### config.mk
export PLATFORM = sky130hd
export DESIGN_NAME = msrv32_wb_load_unit
export DESIGN_NICKNAME = d
export VERILOG_FILES = /design/src/rtl/msrv32_pkg.sv /design/src/rtl/msrv32_load_align.sv /design/src/rtl/msrv32_wb_load_unit.sv
export SDC_FILE = /design/constraint.sdc
export NUM_CORES = 1
export LEC_CHECK = 0
export BUFFER_PORTS_ARGS = -buffer_cell sky130_fd_sc_hd__buf_2
export CAP_MARGIN = 20
export CORE_MARGIN = 2
export CORE_UTILIZATION = 43
export DETAILED_ROUTE_END_ITERATION = 8
export GPL_TIMING_DRIVEN = 0
export PLACE_DENSITY = 0.78
export SYNTH_ARGS = -nofsm -noshare
export SYNTH_HDL_FRONTEND = slang
export SYNTH_SLANG_ARGS = --single-unit
### constraint.sdc
create_clock -name ms_riscv32_mp_clk_in -period 1.6 [get_ports ms_riscv32_mp_clk_in]
set_input_delay 0.08 -clock ms_riscv32_mp_clk_in [delete_from_list [all_inputs] [get_ports ms_riscv32_mp_clk_in]]
set_output_delay 0.08 -clock ms_riscv32_mp_clk_in [all_outputs]
set_load 0.01 [all_outputs]
### src/rtl/msrv32_pkg.sv
// Shared encodings for the write-back stage: source select, load size and
// the load-wait state machine.
package msrv32_pkg;

  localparam logic [1:0] WB_ALU  = 2'b00;
  localparam logic [1:0] WB_LOAD = 2'b01;
  localparam logic [1:0] WB_CSR  = 2'b10;
  localparam logic [1:0] WB_PC4  = 2'b11;

  localparam logic [1:0] LS_BYTE = 2'b00;
  localparam logic [1:0] LS_HALF = 2'b01;
  localparam logic [1:0] LS_WORD = 2'b10;

  typedef enum logic {
    ST_IDLE      = 1'b0,
    ST_WAIT_LOAD = 1'b1
  } wb_state_t;

endpackage

### src/rtl/msrv32_load_align.sv
// Load data formatting: picks the byte/half lane addressed by the load offset
// and sign- or zero-extends it to the full datapath width.
module msrv32_load_align
  import msrv32_pkg::*;
#(
  parameter int XLEN = 32
) (
  input  logic [XLEN-1:0] data,
  input  logic [1:0]      offset,
  input  logic [1:0]      size,
  input  logic            load_unsigned,
  output logic [XLEN-1:0] result
);

  function automatic logic [XLEN-1:0] extend_byte(input logic [7:0] b, input logic uns);
    return {{(XLEN-8){~uns & b[7]}}, b};
  endfunction

  function automatic logic [XLEN-1:0] extend_half(input logic [15:0] h, input logic uns);
    return {{(XLEN-16){~uns & h[15]}}, h};
  endfunction

  logic [7:0]  byte_lane;
  logic [15:0] half_lane;

  assign byte_lane = data[{offset, 3'b000} +: 8];
  assign half_lane = offset[1] ? data[31:16] : data[15:0];

  // Size 2'b11 has no defined meaning and falls through to a full word.
  always_comb begin
    result = data;
    case (size)
      LS_BYTE: result = extend_byte(byte_lane, load_unsigned);
      LS_HALF: result = extend_half(half_lane, load_unsigned);
      default: result = data;
    endcase
  end

endmodule

### src/rtl/msrv32_wb_load_unit.sv
// Write-back stage: registers execute results onto the register-file write
// port and holds the pipeline while a data-memory load is outstanding.
module msrv32_wb_load_unit
  import msrv32_pkg::*;
#(
  parameter int XLEN = 32,
  parameter int RA_W = 5
) (
  input  logic            ms_riscv32_mp_clk_in,
  input  logic            ms_riscv32_mp_rst_in,
  input  logic            valid_in,
  input  logic            rf_wr_en_in,
  input  logic [RA_W-1:0] rd_addr_in,
  input  logic [1:0]      wb_src_in,
  input  logic [XLEN-1:0] alu_result_in,
  input  logic [XLEN-1:0] csr_data_in,
  input  logic [XLEN-1:0] pc_plus_4_in,
  input  logic [1:0]      load_size_in,
  input  logic            load_unsigned_in,
  input  logic [XLEN-1:0] dmem_rdata_in,
  input  logic            dmem_rvalid_in,
  output logic            wr_en_out,
  output logic [RA_W-1:0] rd_addr_out,
  output logic [XLEN-1:0] rd_out,
  output logic            stall_out
);

  wb_state_t       state;
  logic [RA_W-1:0] ld_rd_p1;
  logic            ld_wr_p1;
  logic [1:0]      ld_size_p1;
  logic            ld_uns_p1;
  logic [1:0]      ld_off_p1;

  logic            accept;
  logic [XLEN-1:0] src_data;
  logic [XLEN-1:0] load_data;

  assign accept = valid_in && !stall_out;

  always_comb begin
    src_data = alu_result_in;
    case (wb_src_in)
      WB_CSR:  src_data = csr_data_in;
      WB_PC4:  src_data = pc_plus_4_in;
      default: src_data = alu_result_in;
    endcase
  end

  msrv32_load_align #(
    .XLEN(XLEN)
  ) u_load_align (
    .data          (dmem_rdata_in),
    .offset        (ld_off_p1),
    .size          (ld_size_p1),
    .load_unsigned (ld_uns_p1),
    .result        (load_data)
  );

  // Stage boundary: execute -> register-file write port / load capture.
  // stall_out mirrors the state so it is high through the rvalid cycle; the
  // next instruction therefore lands one cycle after the load write.
  always_ff @(posedge ms_riscv32_mp_clk_in or posedge ms_riscv32_mp_rst_in) begin
    if (ms_riscv32_mp_rst_in) begin
      state       <= ST_IDLE;
      stall_out   <= 1'b0;
      wr_en_out   <= 1'b0;
      rd_addr_out <= '0;
      rd_out      <= '0;
      ld_rd_p1    <= '0;
      ld_wr_p1    <= 1'b0;
      ld_size_p1  <= '0;
      ld_uns_p1   <= 1'b0;
      ld_off_p1   <= '0;
    end else begin
      wr_en_out <= 1'b0;
      case (state)
        ST_IDLE: begin
          if (accept) begin
            if (wb_src_in == WB_LOAD) begin
              state      <= ST_WAIT_LOAD;
              stall_out  <= 1'b1;
              ld_rd_p1   <= rd_addr_in;
              ld_wr_p1   <= rf_wr_en_in;
              ld_size_p1 <= load_size_in;
              ld_uns_p1  <= load_unsigned_in;
              ld_off_p1  <= alu_result_in[1:0];
            end else begin
              wr_en_out   <= rf_wr_en_in && (rd_addr_in != '0);
              rd_addr_out <= rd_addr_in;
              rd_out      <= src_data;
            end
          end
        end
        ST_WAIT_LOAD: begin
          if (dmem_rvalid_in) begin
            state       <= ST_IDLE;
            stall_out   <= 1'b0;
            wr_en_out   <= ld_wr_p1 && (ld_rd_p1 != '0);
            rd_addr_out <= ld_rd_p1;
            rd_out      <= load_data;
          end
        end
        default: begin
          state     <= ST_IDLE;
          stall_out <= 1'b0;
        end
      endcase
    end
  end

endmodule
### Word-level counts from Yosys, hierarchy flattened

Cells that the tools add are included.

| operators by class | value |
|---|---|
| eq/ne operators | 8 |
| shifts and indexed selects | 1 |
| multiplexer cells | 23 |
| bitwise gates (word level) | 4 |
| reduce and logical (&&, ||, !) cells | 10 |

Operators with widths:

| operator | count |
|---|---|
| $pmux 32 s2 | 3 |
| $mux 32 | 3 |
| $shiftx 32x6->8 | 1 |
| $mux 16 | 1 |
| $mux 5 | 3 |
| $pmux 5 s2 | 1 |
| $reduce_bool 5->1 | 2 |
| $mux 1 | 9 |
| $reduce_and 3->1 | 3 |
| $ne 2x2->1 const B | 4 |
| $pmux 1 s2 | 3 |
| $eq 2x1->1 const B | 2 |
| $eq 2x2->1 const B | 2 |
| $logic_and 1x1->1 | 3 |
| $and 1x1->1 | 2 |
| $logic_not 2->1 | 1 |
| $not 1->1 | 2 |
| $logic_not 1->1 | 1 |

| storage, ports and cells | value |
|---|---|
| register bits | 51 |
| input port bits | 143 |
| output and inout bits | 39 |
| logic and storage cells | 56 |

### Depth between registers and ports, before layout

Gate-level depths: netlist of run 1.

| depth | value |
|---|---|
| word-level depth | 5 |
| depth in mapped cells | 7 |
| mapped depth without buffers | 4 |

### Modules after synthesis

From an unflattened synthesis of run 1, not the netlist that was laid out.

| second synthesis, totals | value |
|---|---|
| cell total of the unflattened synthesis | 361 |
| area total of the unflattened synthesis | 3762.4 sq um |

By module, submodules not included:

| module | instances | cells each | area each (sq um) | sequential area each (sq um) |
|---|---|---|---|---|
| msrv32_wb_load_unit | 1 | 239 | 3067.9 | 1276.2 |
| msrv32_load_align | 1 | 122 | 694.4 | 0.0 |

### Worst setup path before layout of run 1

OpenSTA, ideal clock, no wires.

| path | value |
|---|---|
| kind | register to register |
| from | register state |
| to | register rd_out[16] |
| library setup time | 122 ps |
| arrival | 1466 ps |
| required time | 1478 ps |
| path slack | 11 ps |
| cell stages (with the launch flop) | 8 |
| buffers on the path | 3 |
| period minus slack after synthesis | 1589 ps |
| cells stage by stage | dfrtp_1 > buf_2 > or3b_4 > o21a_1 > buf_2 > buf_4 > nand2_1 > o21ai_1 |

| between the ends | value |
|---|---|
| word-level cells in the longest chain between the ends | 3 |
| elaborated cells between the ends (all ways) | 6 |
| classes of those cells | 3 x eq/ne; 1 x mux; 1 x bitwise; 1 x reduce/logical |

Ends and longest elaborated chain:

| item | line | source |
|---|---|---|
| start: declaration | msrv32_wb_load_unit.sv:28 | `wb_state_t state;` |
| start signal: assignment | msrv32_wb_load_unit.sv:65 | `state <= ST_IDLE;` |
| start signal: assignment | msrv32_wb_load_unit.sv:81 | `state <= ST_WAIT_LOAD;` |
| start signal: assignment | msrv32_wb_load_unit.sv:97 | `state <= ST_IDLE;` |
| $not 1->1 (no line) | -- |  |
| $ne 2x2->1 (no line) | -- |  |
| $reduce_and 3->1 (no line) | -- |  |
| end signal: assignment | msrv32_wb_load_unit.sv:91 | `rd_out <= src_data;` |
| end signal: assignment | msrv32_wb_load_unit.sv:101 | `rd_out <= load_data;` |
| end: declaration | msrv32_wb_load_unit.sv:24 | `output logic [XLEN-1:0] rd_out,` |

Parallel ways exist; a longest one is shown, timed or not.
A chain may end at the register's enable or synchronous reset.

### Worst setup path after layout of run 1

| path | value |
|---|---|
| from | register state |
| to | register rd_out[12] |

Same word-level chain as after synthesis.

==> results.ini, run 1 <==
[outcome]
status = finished with violations
violations = negative setup slack

[clocking]
clock_latency_ps = 320
cts_sinks = 51
cts_root_buf = clkbuf_8
cts_tree = built
cts_htree_levels = 2
clk_pin_slew_ps = 110
cts_buffer_depth = 2
cts_buffers = 5

[timing]
period_share_pct = 105.4
skew_ps = 9.374
rsz0062_at_grt = yes
tightest_slew_ps = 589.2
relSlewSlack_pct = 60.72
tns_ps = -1717
finalSetupViolations = 37
setup_ws_ps = -86.98
finalMaxSlewViolations = 0
fmax_mhz = 592.8
hold_viol = 0
period_minus_slack_ps = 1687

[power]
power.clock.fraction_pct = 9.3
peakVddDrop_uv = 825.6
sequentialPowerShare_pct = 26.7
p_leak_nw = 2.795
p_sw_share_pct = 46.55
internal_power_mw = 4.722
p_comb_share_pct = 63.9
pwr_density_cell_mw_per_mm2 = 1491
power_switching_mw = 4.112

[grt]
grt_pass1_wl_mm = 21.90
grt_usage_pct = 28.04
antenna_found_initial = 0
grt_max_degree = 29
grt_pass1_vias = 4419
grt.overflow.total = 0

[logic_synthesis]
synth-edff-count = 0
synth_top_cell_area_share_pct = 32.63
yosysMostFrequentCell = mux2i_1
yosys_warnings = 0
post_synth_num_cell_types = 49
synth_area_leaders = dfrtp_1 (33%), mux2i_1 (13%), a21oi_1 (6.1%)
synth_largest_area_cell = dfrtp_1
synth_common_cells = mux2i_1 (52), dfrtp_1 (51), a21oi_1 (48)
synth_fp_nets = 592
synth.avg_cell_area_um2 = 8.711
synthFlopType = dfrtp_1
netlist_instances = 449
synthArstFlopShare_pct = 100.0
synth.yosys.seq_area_share_pct = 32.63
netlist_area_mm2 = 0.003911
ys_ff_latch = 51

[finish]
syn2layout_area_growth_pct = 51.44
antenna_cells = 0
regArea_mm2 = 0.001280
multi_input_area_mm2 = 0.002728
drive_above_1_share_pct = 49.48
nFillCells = 707
fin_nets = 817
fin_util_pct = 67.59

[placed_design]
gp_congestion = 0.9147
io_buffers = 180
hpwl_mm = 10.81

[floorplanning]
dieHeight_um = 99.37
die_area_mm2 = 0.009874
rows = 34
coreArea_mm2 = 0.008763
start_util_pct = 44.63
die_x_um = 99.37
ioPinCount = 182

[critical_path]
cp_max_fo = 6
crit_path_end_kind = register
r2r_slack_ps = -90
crit_required_ps = 1840
critPathKind = register to register
worstPathArrival_ps = 1930
critPathLaunchType = register

[routing]
drtPass1Iterations = 5
wl_mm = 15.10
wire_per_inst_um = 19.28
drt_iter0_drc = 387
vias_per_cell = 5.911
via_count = 4628
ant_nets = 0
drc = 0

[min_path]
hold_class = input port to register

[run]
maxCapViolations = 0

layout make-up:
cell class	count	share of cell area, %
multi-input cells	348	46.05
clock inverters	3	0.4436
clock buffers	5	1.162
inverters	4	0.2535
plain buffers	45	6.041
repair buffers	219	22.16
well taps	108	2.281
flip-flops and latches	51	21.61
layer usage:
layer / global-route usage [%] / wire (um)
met1: 34.94 / 5726
met2: 47.71 / 7594
met3: 5.692 / 1320
met4: 11.06 / 455
met5: 0 / 0
per-stage QoR:
stage               std cells  setup WS [ps]  hold slack [ps]  power [mW]  cell area (um2)
floorplan                 449          11.39            176.4       4.993             3911
global placement          737         -344.9            294.3       6.266             4947
detailed placement        738         -289.5            157.9       6.413             4967
CTS                       773         -66.22            11.23       7.836             5475
global route              783         -137.4            15.81       9.312             5923
finish                    783         -86.98            16.21       8.834             5923
final timing paths:
check,startpoint,end,cells after the start
max,state$_DFF_PP0_,rd_out[12]$_DFFE_PP0P_,6
min,rd_addr_in[3],ld_rd_p1[3]$_DFFE_PP0P_,2
max reg2reg,state$_DFF_PP0_,rd_out[12]$_DFFE_PP0P_,6
min reg2reg,rd_out[24]$_DFFE_PP0P_,rd_out[24]$_DFFE_PP0P_,2
max in group asynchronous,ms_riscv32_mp_rst_in,rd_out[16]$_DFFE_PP0P_,4
min in group asynchronous,ms_riscv32_mp_rst_in,ld_rd_p1[3]$_DFFE_PP0P_,3
placed cells by master, fill, tap and decap left out, types with 7 or more instances in the layout:
master         instances
buf_2                187
mux2i_1               51
dfrtp_1               48
a21oi_1               47
nor2_1                39
o21ai_1               34
buf_4                 31
nand2_1               22
o21ai_2               14
buf_6                 11
nand2_2               11
o21ai_0               10
o41ai_2               10
a21boi_0               9
mux2_1                 8
dlygate4sd3_1          8
a22oi_1                7
o221a_1                7
registers in the layout, indices dropped and copies added, names as in the netlist:
| name | flops |
|---|---|
| rd_out | 32 |
| ld_rd_p1 | 5 |
| rd_addr_out | 5 |
| ld_off_p1 | 2 |
| ld_size_p1 | 2 |
| ld_uns_p1 | 1 |
| ld_wr_p1 | 1 |
| stall_out | 1 |
| state | 1 |
| wr_en_out | 1 |
power groups by stage:
| stage | sequential (mW) | combinational (mW) | clock, mW |
|---|---|---|---|
| 2_1_floorplan | 2.49 | 2.50 | 0 |
| 3_3_place_gp | 2.28 | 3.99 | 0 |
| 3_5_place_dp | 2.32 | 4.10 | 0 |
| 4_1_cts | 2.28 | 4.73 | 0.833 |
| 5_1_grt | 2.42 | 6.01 | 0.875 |
| 6_report | 2.36 | 5.65 | 0.825 |
critical path, cell delays in order (launching register included):
cell and delay [ps]:
dfrtp_2 460, or3b_4 420, o21ai_4 220, buf_6 170, buf_8 140, nor2_4 40
a31oi_4 140
kinds of logic after synthesis:
logic type	count (synthesis)	share of synthesized area (%)
compound gates	187	31.93
buf+inv	50	7.390
flops	51	32.63
mux	64	16.83
simple gates	97	11.23
repair_timing:
action	4_1_cts	5_1_grt
gates resized for setup	43	97
cloned	1	4
endpoints found under the setup margin	37	45
buffers inserted	19	7
hold endpoints to repair	31	0
pin swaps	14	29
hold buffers	8	0
(Power assumes the default switching activity.)
==> run 2: changes to the inputs <==
Settings changed: CORE_UTILIZATION 43 to 44, CTS_BUF_LIST from default to sky130_fd_sc_hd__clkbuf_8, PLACE_DENSITY 0.78 to 0.9.
==> run 2 against run 1 <==
First-iteration DRC count is 31% lower; the run still ends with negative setup slack left; core utilization is 0.61 points higher; critical endpoint unchanged; combinational power grew 1%; clock skew fell by 2.2 ps; critical path type unchanged; critical path depth did not move; highest routed layer unchanged; worst setup slack improved by 66 ps; power up 3.7%; wire length grew 0.38%; design area is essentially flat; count of clock-buffer cells in the layout did not move; register-to-register slack better by 70 ps.
==> results.ini, run 2 (synthesized netlist as in run 1, its figures left out) <==
[floorplanning]
rows = 34  ; unchanged
die_area_mm2 = 0.009659  ; was 0.009874 mm2
ioPinCount = 182  ; unchanged
dieHeight_um = 98.28  ; was 99.37 um
coreArea_mm2 = 0.008678  ; was 0.008763 mm2
start_util_pct = 45.07  ; was 44.63%
die_x_um = 98.28  ; was 99.37 um

[finish]
final_cell_mix = buf_2 (187), mux2i_1 (51), dfrtp_1 (48)  ; unchanged
top_register = rd_out  ; unchanged
reg_top3 = rd_out x32, ld_rd_p1 x5, rd_addr_out x5  ; unchanged
largest_reg_flops = 32  ; unchanged
instances_no_fill = 777  ; was 783
antenna_cells = 0  ; unchanged
syn2layout_area_growth_pct = 51.31  ; was 51.44%
drive_above_1_share_pct = 48.43  ; was 49.48%
design_area_mm2 = 0.005918  ; was 0.005923 mm2
final_common_cell = buf_2  ; unchanged
fin_util_pct = 68.19  ; was 67.59%
fin_nets = 811  ; was 817

[timing]
period_minus_slack_ps = 1621  ; was 1687 ps
relSlewSlack_pct = 58.56  ; was 60.72%
fmax_mhz = 616.8  ; was 592.8 MHz
rsz0062_at_grt = yes  ; unchanged
finalMaxSlewViolations = 0  ; unchanged
worst_hold_slack_ps = 3.973  ; was 16.21 ps
period_share_pct = 101.3  ; was 105.4%
finalSetupViolations = 9  ; was 37
tightest_slew_ps = 620.7  ; was 589.2 ps
skew_ps = 7.221  ; was 9.374 ps
hold_viol = 0  ; unchanged
tns_ps = -93.50  ; was -1717 ps
setup_ws_ps = -21.36  ; was -86.98 ps

[routing]
ant_nets = 0  ; unchanged
via_count = 4642  ; was 4628
drc = 0  ; unchanged
drtPass1Iterations = 4  ; was 5
wire_per_inst_um = 19.50  ; was 19.28 um
vias_per_cell = 5.974  ; was 5.911
drt_iter0_drc = 266  ; was 387
wl_mm = 15.15  ; was 15.10 mm

[critical_path]
crit_required_ps = 1840  ; about the same
cp_max_fo = 10  ; was 6
critPathKind = register to register  ; unchanged
cp_cell_sequence = or3b_4 -> o21ai_4 -> buf_6 -> buf_8 -> nor2_2 -> a31oi_2  ; was or3b_4 -> o21ai_4 -> buf_6 -> buf_8 -> nor2_4 -> a31oi_4
worstPathArrival_ps = 1860  ; was 1930 ps
slowest_delay_ps = 460  ; about the same
slowest_stage = dfrtp_2  ; unchanged
critPathLaunchType = register  ; unchanged
crit_path_end_kind = register  ; unchanged

[min_path]
hold_class = input port to register  ; unchanged

[power]
sequentialPowerShare_pct = 25.6  ; was 26.7%
power.total_mw = 9.159  ; was 8.834 mW
power.clock.fraction_pct = 12.1  ; was 9.3%
pwr_density_cell_mw_per_mm2 = 1548  ; was 1491 mW/mm2
internal_power_mw = 5.042  ; was 4.722 mW
p_sw_share_pct = 44.95  ; was 46.55%
peakVddDrop_uv = 882.3  ; was 825.6 uV
p_comb_share_pct = 62.4  ; was 63.9%
p_leak_nw = 2.771  ; was 2.795 nW
power_switching_mw = 4.117  ; was 4.112 mW

[placed_design]
dp_slack_ps = -281.1  ; was -289.5 ps
io_buffers = 180  ; unchanged
gp_congestion = 0.9429  ; was 0.9147
hpwl_mm = 11.21  ; was 10.81 mm
place_inst = 738  ; unchanged
dpl_cell_area_mm2 = 0.004967  ; unchanged

[clocking]
cts_buffers = 5  ; unchanged
clock_latency_ps = 320  ; about the same
cts_tree = built  ; unchanged
cts_sinks = 51  ; unchanged
clk_pin_slew_ps = 100  ; was 110 ps
cts_root_buf = clkbuf_8  ; unchanged
cts_buffer_depth = 2  ; unchanged
cts_htree_levels = 2  ; unchanged

[grt]
grt.overflow.total = 0  ; unchanged
grt_pass1_vias = 4496  ; was 4419
grt_max_degree = 28  ; was 29
antenna_found_initial = 0  ; unchanged
grt_pass1_wl_mm = 22.58  ; was 21.90 mm
grt_usage_pct = 28.96  ; was 28.04%

[outcome]
violations = negative setup slack  ; unchanged
status = finished with violations  ; unchanged

[run]
maxCapViolations = 0  ; unchanged

-- run 2: cell count changes in the layout (fill, tap and decap cells not counted), sizes merged --
cell	delta
buf	-4
inv	-2
bufinv	+2
clkinv	-1
clkinvlp	+1
dlygate4sd3	-2
-- run 2: cell type report --
cell class	instances	area [um2]
sequential	51	1280
tap	108	135.1
inverter	4	15.01
fill	694	2760
clock buffer	5	68.82
buffer	44	359.1
multi-input combinational	348	2730
clock inverter	3	67.56
timing repair buffer	214	1262
-- run 2: per-layer routing --
layer  wire (um)  GRT usage, %
met5           0             0
met2        7536         51.65
met1        6002         36.21
met3        1079         3.794
met4         535         9.378
-- run 2: repair_timing --
item | 4_1_cts | 5_1_grt
pin swaps | 14 | 24
hold buffers | 6 | 0
endpoints found under the hold margin | 31 | 0
setup buffers | 15 | 9
gates cloned | 1 | 2
setup endpoints to repair | 37 | 45
resized for setup | 46 | 89
-- run 2: critical path, delay by kind of cell, from the launching register on --
kind                   cells  cell delay, ps
AOI/OAI and AO/OA          2             330
buffers and inverters      2             290
DFF                        1             460
and+or+nand+nor            2             450
-- run 2: power groups by stage --
stage	sequential, mW	combinational (mW)	clock (mW)
2_1_floorplan	2.49	2.50	0
3_3_place_gp	2.29	4.00	0
3_5_place_dp	2.32	4.13	0
4_1_cts	2.28	4.79	1.11
5_1_grt	2.41	6.07	1.15
6_report	2.34	5.71	1.11
-- run 2: path summary, 6_finish.rpt --
kind	start	endpoint	slack [ps]	cells after the start
max	state$_DFF_PP0_	rd_out[12]$_DFFE_PP0P_	-20	6
min in group asynchronous	ms_riscv32_mp_rst_in	rd_addr_out[2]$_DFFE_PP0P_	380	3
min reg2reg	rd_out[30]$_DFFE_PP0P_	rd_out[30]$_DFFE_PP0P_	490	2
min	rf_wr_en_in	ld_wr_p1$_DFFE_PP0P_	4	2
max in group asynchronous	ms_riscv32_mp_rst_in	ld_off_p1[0]$_DFFE_PP0P_	650	4
max reg2reg	state$_DFF_PP0_	rd_out[12]$_DFFE_PP0P_	-20	6
